[src/rtl/core_types_pkg.sv]
`default_nettype none
// ----------------------------------------------------------------------------
// core_types_pkg : shared core sizing constants and helpers
// Revision: 1.1  added RAS occupancy width and count clamp
// ----------------------------------------------------------------------------
package core_types_pkg;

  // Stack depth must stay a power of two so the pointer wraps for free.
  localparam int RAS_ENTRIES      = 8;
  localparam int RAS_INDEX_WIDTH  = $clog2(RAS_ENTRIES);
  localparam int RAS_COUNT_WIDTH  = $clog2(RAS_ENTRIES + 1);
  localparam int RAS_TARGET_WIDTH = 31;

  localparam logic [RAS_COUNT_WIDTH-1:0] RAS_COUNT_MAX = RAS_COUNT_WIDTH'(RAS_ENTRIES);
  localparam logic [RAS_INDEX_WIDTH-1:0] RAS_INDEX_ONE = RAS_INDEX_WIDTH'(1);
  localparam logic [RAS_COUNT_WIDTH-1:0] RAS_COUNT_ONE = RAS_COUNT_WIDTH'(1);

  function automatic logic [RAS_COUNT_WIDTH-1:0] ras_clamp_count(
    input logic [RAS_COUNT_WIDTH-1:0] c
  );
    return (c > RAS_COUNT_MAX) ? RAS_COUNT_MAX : c;
  endfunction

endpackage : core_types_pkg
`default_nettype wire

[src/rtl/ras.sv]
`default_nettype none
// ----------------------------------------------------------------------------
// ras : return address stack with checkpoint restore for the fetch predictor
// Revision: 1.0  initial release
// ----------------------------------------------------------------------------
module ras
  import core_types_pkg::*;
(
  input  logic                        CLK,
  input  logic                        nRST,
  input  logic                        link_valid,
  input  logic [RAS_TARGET_WIDTH-1:0] link_target,
  input  logic                        ret_valid,
  output logic [RAS_TARGET_WIDTH-1:0] ret_target,
  output logic                        ret_target_valid,
  output logic [RAS_INDEX_WIDTH-1:0]  ras_index,
  output logic [RAS_COUNT_WIDTH-1:0]  ras_count,
  input  logic                        update_valid,
  input  logic [RAS_INDEX_WIDTH-1:0]  update_ras_index,
  input  logic [RAS_COUNT_WIDTH-1:0]  update_ras_count,
  input  logic                        update_link_valid,
  input  logic [RAS_TARGET_WIDTH-1:0] update_link_target,
  input  logic                        update_ret_valid
);

  logic [RAS_TARGET_WIDTH-1:0] entry_q [RAS_ENTRIES];
  logic [RAS_TARGET_WIDTH-1:0] entry_d [RAS_ENTRIES];
  logic [RAS_INDEX_WIDTH-1:0]  ptr_q, ptr_d;
  logic [RAS_COUNT_WIDTH-1:0]  count_q, count_d;

  logic [RAS_INDEX_WIDTH-1:0]  base_ptr;
  logic [RAS_INDEX_WIDTH-1:0]  base_ptr_dec;
  logic [RAS_COUNT_WIDTH-1:0]  base_count;
  logic                        op_push;
  logic                        op_pop;
  logic [RAS_TARGET_WIDTH-1:0] op_target;
  logic                        wr_en;
  logic [RAS_INDEX_WIDTH-1:0]  wr_idx;
  logic [RAS_INDEX_WIDTH-1:0]  top_idx;

  // A restore replaces the base state and the operation source outright.
  always_comb begin
    base_ptr   = ptr_q;
    base_count = count_q;
    op_push    = link_valid;
    op_pop     = ret_valid;
    op_target  = link_target;
    if (update_valid) begin
      base_ptr   = update_ras_index;
      base_count = ras_clamp_count(update_ras_count);
      op_push    = update_link_valid;
      op_pop     = update_ret_valid;
      op_target  = update_link_target;
    end
  end

  always_comb begin
    base_ptr_dec = base_ptr - RAS_INDEX_ONE;
    ptr_d        = base_ptr;
    count_d      = base_count;
    wr_en        = 1'b0;
    wr_idx       = base_ptr;
    if (op_push && op_pop && (base_count != '0)) begin
      // Coroutine swap: replace top of stack in place.
      wr_en  = 1'b1;
      wr_idx = base_ptr_dec;
    end else if (op_push) begin
      wr_en   = 1'b1;
      ptr_d   = base_ptr + RAS_INDEX_ONE;
      count_d = (base_count == RAS_COUNT_MAX) ? base_count : base_count + RAS_COUNT_ONE;
    end else if (op_pop && (base_count != '0)) begin
      ptr_d   = base_ptr_dec;
      count_d = base_count - RAS_COUNT_ONE;
    end
  end

  always_comb begin
    for (int i = 0; i < RAS_ENTRIES; i++) begin
      entry_d[i] = entry_q[i];
    end
    if (wr_en) begin
      entry_d[wr_idx] = op_target;
    end
  end

  always_ff @(posedge CLK or negedge nRST) begin
    if (!nRST) begin
      ptr_q   <= '0;
      count_q <= '0;
      for (int i = 0; i < RAS_ENTRIES; i++) begin
        entry_q[i] <= '0;
      end
    end else begin
      ptr_q   <= ptr_d;
      count_q <= count_d;
      for (int i = 0; i < RAS_ENTRIES; i++) begin
        entry_q[i] <= entry_d[i];
      end
    end
  end

  assign top_idx          = ptr_q - RAS_INDEX_ONE;
  assign ret_target       = entry_q[top_idx];
  assign ret_target_valid = (count_q != '0);
  assign ras_index        = ptr_q;
  assign ras_count        = count_q;

endmodule : ras
`default_nettype wire

[config.mk]
export PLATFORM = sky130hd
export DESIGN_NAME = ras
export DESIGN_NICKNAME = d
export VERILOG_FILES = /design/src/rtl/core_types_pkg.sv /design/src/rtl/ras.sv
export SDC_FILE = /design/constraint.sdc
export NUM_CORES = 1
export LEC_CHECK = 0
export CAP_MARGIN = 20
export CORE_MARGIN = 2
export CORE_UTILIZATION = 30
export DETAILED_ROUTE_END_ITERATION = 6
export PLACE_DENSITY_LB_ADDON = 0.05
export SYNTH_ARGS = -nofsm -noshare
export SYNTH_HDL_FRONTEND = slang
export SYNTH_SLANG_ARGS = --single-unit
[constraint.sdc]
create_clock -name CLK -period 5.2 [get_ports CLK]
set_clock_uncertainty 0.15 [all_clocks]
set_input_delay 1.04 -clock CLK [delete_from_list [all_inputs] [get_ports CLK]]
set_output_delay 1.04 -clock CLK [all_outputs]
set_load 0.01 [all_outputs]
==> metrics.log <==
INFO  metric cellLeakagePower = 6.12 nW
INFO  metric synth_area_per_cell = about 13 um^2
INFO  metric worst_case_register_to_register_setup_slack = 1.65 ns
INFO  metric hold_path_class = register to register
INFO  metric design.core.area = 40,700 um^2
INFO  metric fmax = 224 MHz
INFO  metric synth.top_cells.by_area = sky130_fd_sc_hd__dfrtp_1 (52%), sky130_fd_sc_hd__mux2_2 (16%), sky130_fd_sc_hd__mux4_2 (11%)
INFO  metric cpLargestDelayFamily = buffers and inverters
INFO  metric timing_worst_slew_pin_value = approximately 0.77 ns
INFO  metric detailroute.via_count = around 7,900
INFO  metric report.final.hold_viol_count = 0
INFO  metric postSynth.asyncResetShare = 1.00
INFO  metric ys.flop_type = sky130_fd_sc_hd__dfrtp_1
INFO  metric global_route_wire_length_before_repair = roughly 51,000 um
INFO  metric dp.cells = 1,544
INFO  metric rsz0062_at_grt = false
INFO  metric worst_r2r_endpoint = entry_q[29]
INFO  metric drt-initial-drc-count = 399
INFO  metric stdcell_count = 1,602
INFO  metric ff2ff_path_depth = 9
INFO  metric routed_via_density = 4.91
INFO  metric numCtsBuffers = 34
INFO  metric critical_path.max_stage_delay = 0.72 ns
INFO  metric post_dp_cell_area = 14,100 um^2
INFO  metric die_x = 207 um
INFO  metric combinational_cell_fraction_of_total_power = 0.469
INFO  metric cts_resized = 0
INFO  metric critical_path_required = 4.01 ns
INFO  metric slew_viol_final = 0
INFO  metric std_cell_rows = 74
INFO  metric wl = 33,000 um
INFO  metric worstPathBufferInverterCount = 3
INFO  metric globalRoute.totalOverflow = 0
INFO  metric worstReg2RegStart = ras_index[0]
INFO  metric outcome = finished, final reports clean
INFO  metric yosysWarningCount = 0
INFO  metric post-synth-top-area-cell = sky130_fd_sc_hd__dfrtp_1
INFO  metric clkPwrFrac = 0.206
INFO  metric tritoncts_clock_tree = done
INFO  metric holdBufCountCts = 0
INFO  metric endpoint_kind = output port
INFO  metric num_antenna_cells = 0
INFO  metric final.fill_count = 3,976
INFO  metric routed_wire_length_per_instance = slightly above 20 um
INFO  metric groute.usage.overall = 0.160
INFO  metric gp_congestion = 0.716
INFO  metric p_total = 10.7 mW
INFO  metric clk_transition_reported_paths = about 0.06 ns
INFO  metric drc = 0
INFO  metric swShare = 0.327
INFO  metric worstPathCellList = inv_1 > ha_4 > buf_4 > mux4_2 > mux2_2 > clkdlybuf4s50_1
INFO  metric cp_max_fo = 37
INFO  metric seq_power_share = 0.325
INFO  metric crit_arrival = about 3.3 ns
INFO  metric maximum_level_of_the_cts_h_tree = 2
INFO  metric p_switching = 3.49 mW
INFO  metric synth-edff-count = 0
INFO  metric nNetsFinal = 1,127
INFO  metric portBuffers = 114
INFO  metric drive_gt1_frac = 0.302
INFO  metric timing.hold.worst_endpoint = entry_q[176]
INFO  metric cts-root-to-sink-buffers = 3
INFO  metric power.density_cell_area = between 700 and 800 nW/um^2
INFO  metric count_of_distinct_cell_types_in_the_synthesized_netlist = 42
INFO  metric cts_root_buffer = sky130_fd_sc_hd__clkbuf_16
INFO  metric net_count_synth = 1,023
INFO  metric tritoncts_num_sinks = 255
INFO  metric seq_area_frac_synth = 0.517
INFO  metric area.growth.synth_to_final = 23.0%
INFO  metric first_global_vias = about 8,100
INFO  metric slew_headroom = 0.489
INFO  metric design_area = 15,200 um^2
INFO  metric syn-cell-area = ~12,000 um^2
INFO  metric p_int = 7.19 mW
INFO  metric netlist.area_leader.share = 0.517
INFO  metric timing.hold.worst_path_depth = 1
INFO  metric synthMostInstantiatedCell = sky130_fd_sc_hd__dfrtp_1
INFO  metric top_cells_by_count_synth = sky130_fd_sc_hd__dfrtp_1 (255), sky130_fd_sc_hd__mux2_2 (173), sky130_fd_sc_hd__nor2_1 (134), sky130_fd_sc_hd__a21oi_1 (127), sky130_fd_sc_hd__mux4_2 (62)
INFO  metric ff_latch_area = 6380 um^2
INFO  metric grt_antenna_before_repair = 0
INFO  metric grt_max_degree = 90
INFO  metric multi_input_comb_area = about 5600 um^2
INFO  metric finalSetupTns = 0 ns
INFO  metric vdd.ir_drop.worst = 0.000312 V
INFO  metric setup_viol_count_final = 0
INFO  metric finalCritPeriodShare = 0.859
INFO  metric min-delay-start = entry_q[176]
INFO  metric worst_skew_pair_latency = roughly 0.50 ns
INFO  metric crit_path_launch_type = register
INFO  metric crit_type = register to output port
INFO  metric detail_route.first_pass.iterations = 4
INFO  metric synthesis.instances = 944
INFO  metric die_height = around 210 um
INFO  metric ios = 115
INFO  metric drv_cap = 0
INFO  metric floorplan.initialDensity = 0.303
INFO  metric detailedPlacementHpwl = around 20,000 um
INFO  metric synth-seq-cells = 255
INFO  metric fin_crit = 4.47 ns
INFO  metric cts.repair_timing.setup_buffer_count = 0
INFO  metric cpMaxStageDelayCell = sky130_fd_sc_hd__ha_4
INFO  metric fp.dieArea = around 43,000 um^2
INFO  metric drtAntennaViolNets = 0
-- stage by stage --
step | hold slack (ns) | setup WS [ns] | utilization
2_1_floorplan | 0.303 | 1.15 | -
3_3_place_gp | 0.320 | 1.04 | 0.347
3_5_place_dp | 0.327 | 0.990 | 0.347
4_1_cts | 0.339 | 0.667 | 0.372
5_1_grt | 0.346 | 0.586 | 0.372
6_report | 0.336 | 0.735 | 0.372
-- metal layers --
metal	wire length (um)	vias to the layer above	track usage
met1	15600	4048	0.226
met2	15700	121	0.258
met4	531	0	0.0390
li1	-	3666	-
met5	0	-	0
met3	1110	36	0.0237
-- worst reg2reg max path: stages, from the launching register on --
cell                      delay (ns)
sky130_fd_sc_hd__dfrtp_4        0.42
sky130_fd_sc_hd__buf_12         0.46
sky130_fd_sc_hd__mux2_2         0.39
sky130_fd_sc_hd__inv_1          0.06
sky130_fd_sc_hd__ha_1           0.24
sky130_fd_sc_hd__xnor2_1        0.49
sky130_fd_sc_hd__a32o_2         0.74
sky130_fd_sc_hd__buf_4          0.36
sky130_fd_sc_hd__nor2_1         0.06
sky130_fd_sc_hd__a21oi_1        0.11
-- registers in the layout, indices dropped and copies added, names as in the netlist --
signal     cells
entry_q      248
ras_count      4
ras_index      3
-- worst max-delay path by stage --
stage                   startpoint             end  slack, ns  depth (start not counted)
2_1_floorplan         ras_index[0]   ret_target[0]       1.15                          8
3_3_place_gp   update_ras_count[0]     entry_q[90]       1.04                          7
3_5_place_dp   update_ras_count[0]     entry_q[29]       0.99                          7
4_1_cts               ras_index[1]  ret_target[15]       0.67                          6
5_1_grt               ras_index[1]  ret_target[15]       0.59                          6
6_report              ras_index[1]  ret_target[15]       0.73                          6
-- cell families after synthesis --
logic type,count (synthesis),share of synthesized area
buffers and inverters,75,0.0329
and+or+nand+nor,167,0.0580
muxes,286,0.314
xor gates and xnor gates,7,0.00497
AOI/OAI and AO/OA,151,0.0696
DFF,255,0.517
adders and majority gates,3,0.00304
-- area by class of cell --
type	count	area share
clock buffers	50	0.0661
clock inverters	8	0.00346
inverters	7	0.00173
multi-input cells	614	0.370
flip-flops and latches	255	0.421
well taps	532	0.0439
repair buffers	136	0.0945
-- power groups by stage --
| stage | logic (mW) | clock network [mW] | registers [mW] |
|---|---|---|---|
| after floorplan | 3.26 | 0 | 3.34 |
| after global placement | 5.08 | 0 | 3.51 |
| after detailed placement | 5.12 | 0 | 3.51 |
| after CTS | 5.14 | 2.30 | 3.48 |
| after global routing | 5.45 | 2.38 | 3.60 |
| final | 5.01 | 2.20 | 3.47 |
-- cells in the final DEF (no fill, tap or decap), drive strengths merged, types with 2 or more instances in the layout --
cell type	count
o32ai	2
xor2	4
buf	24
ha	3
mux2i	37
a32o	6
mux2	187
nand2	5
a22oi	4
nand3b	5
nor3b	2
and2	3
a22o	2
a21oi	127
inv	8
o2bb2ai	2
clkbuf	50
nand2b	3
or3	2
nor2b	2
or4	2
clkinv	5
xnor2	3
nor2	134
clkinvlp	2
nor3	5
o21ai	4
clkdlybuf4s50	112
mux4	62
dfrtp	255
nand4	2
No activity file was read; power rests on OpenSTA's default activity.
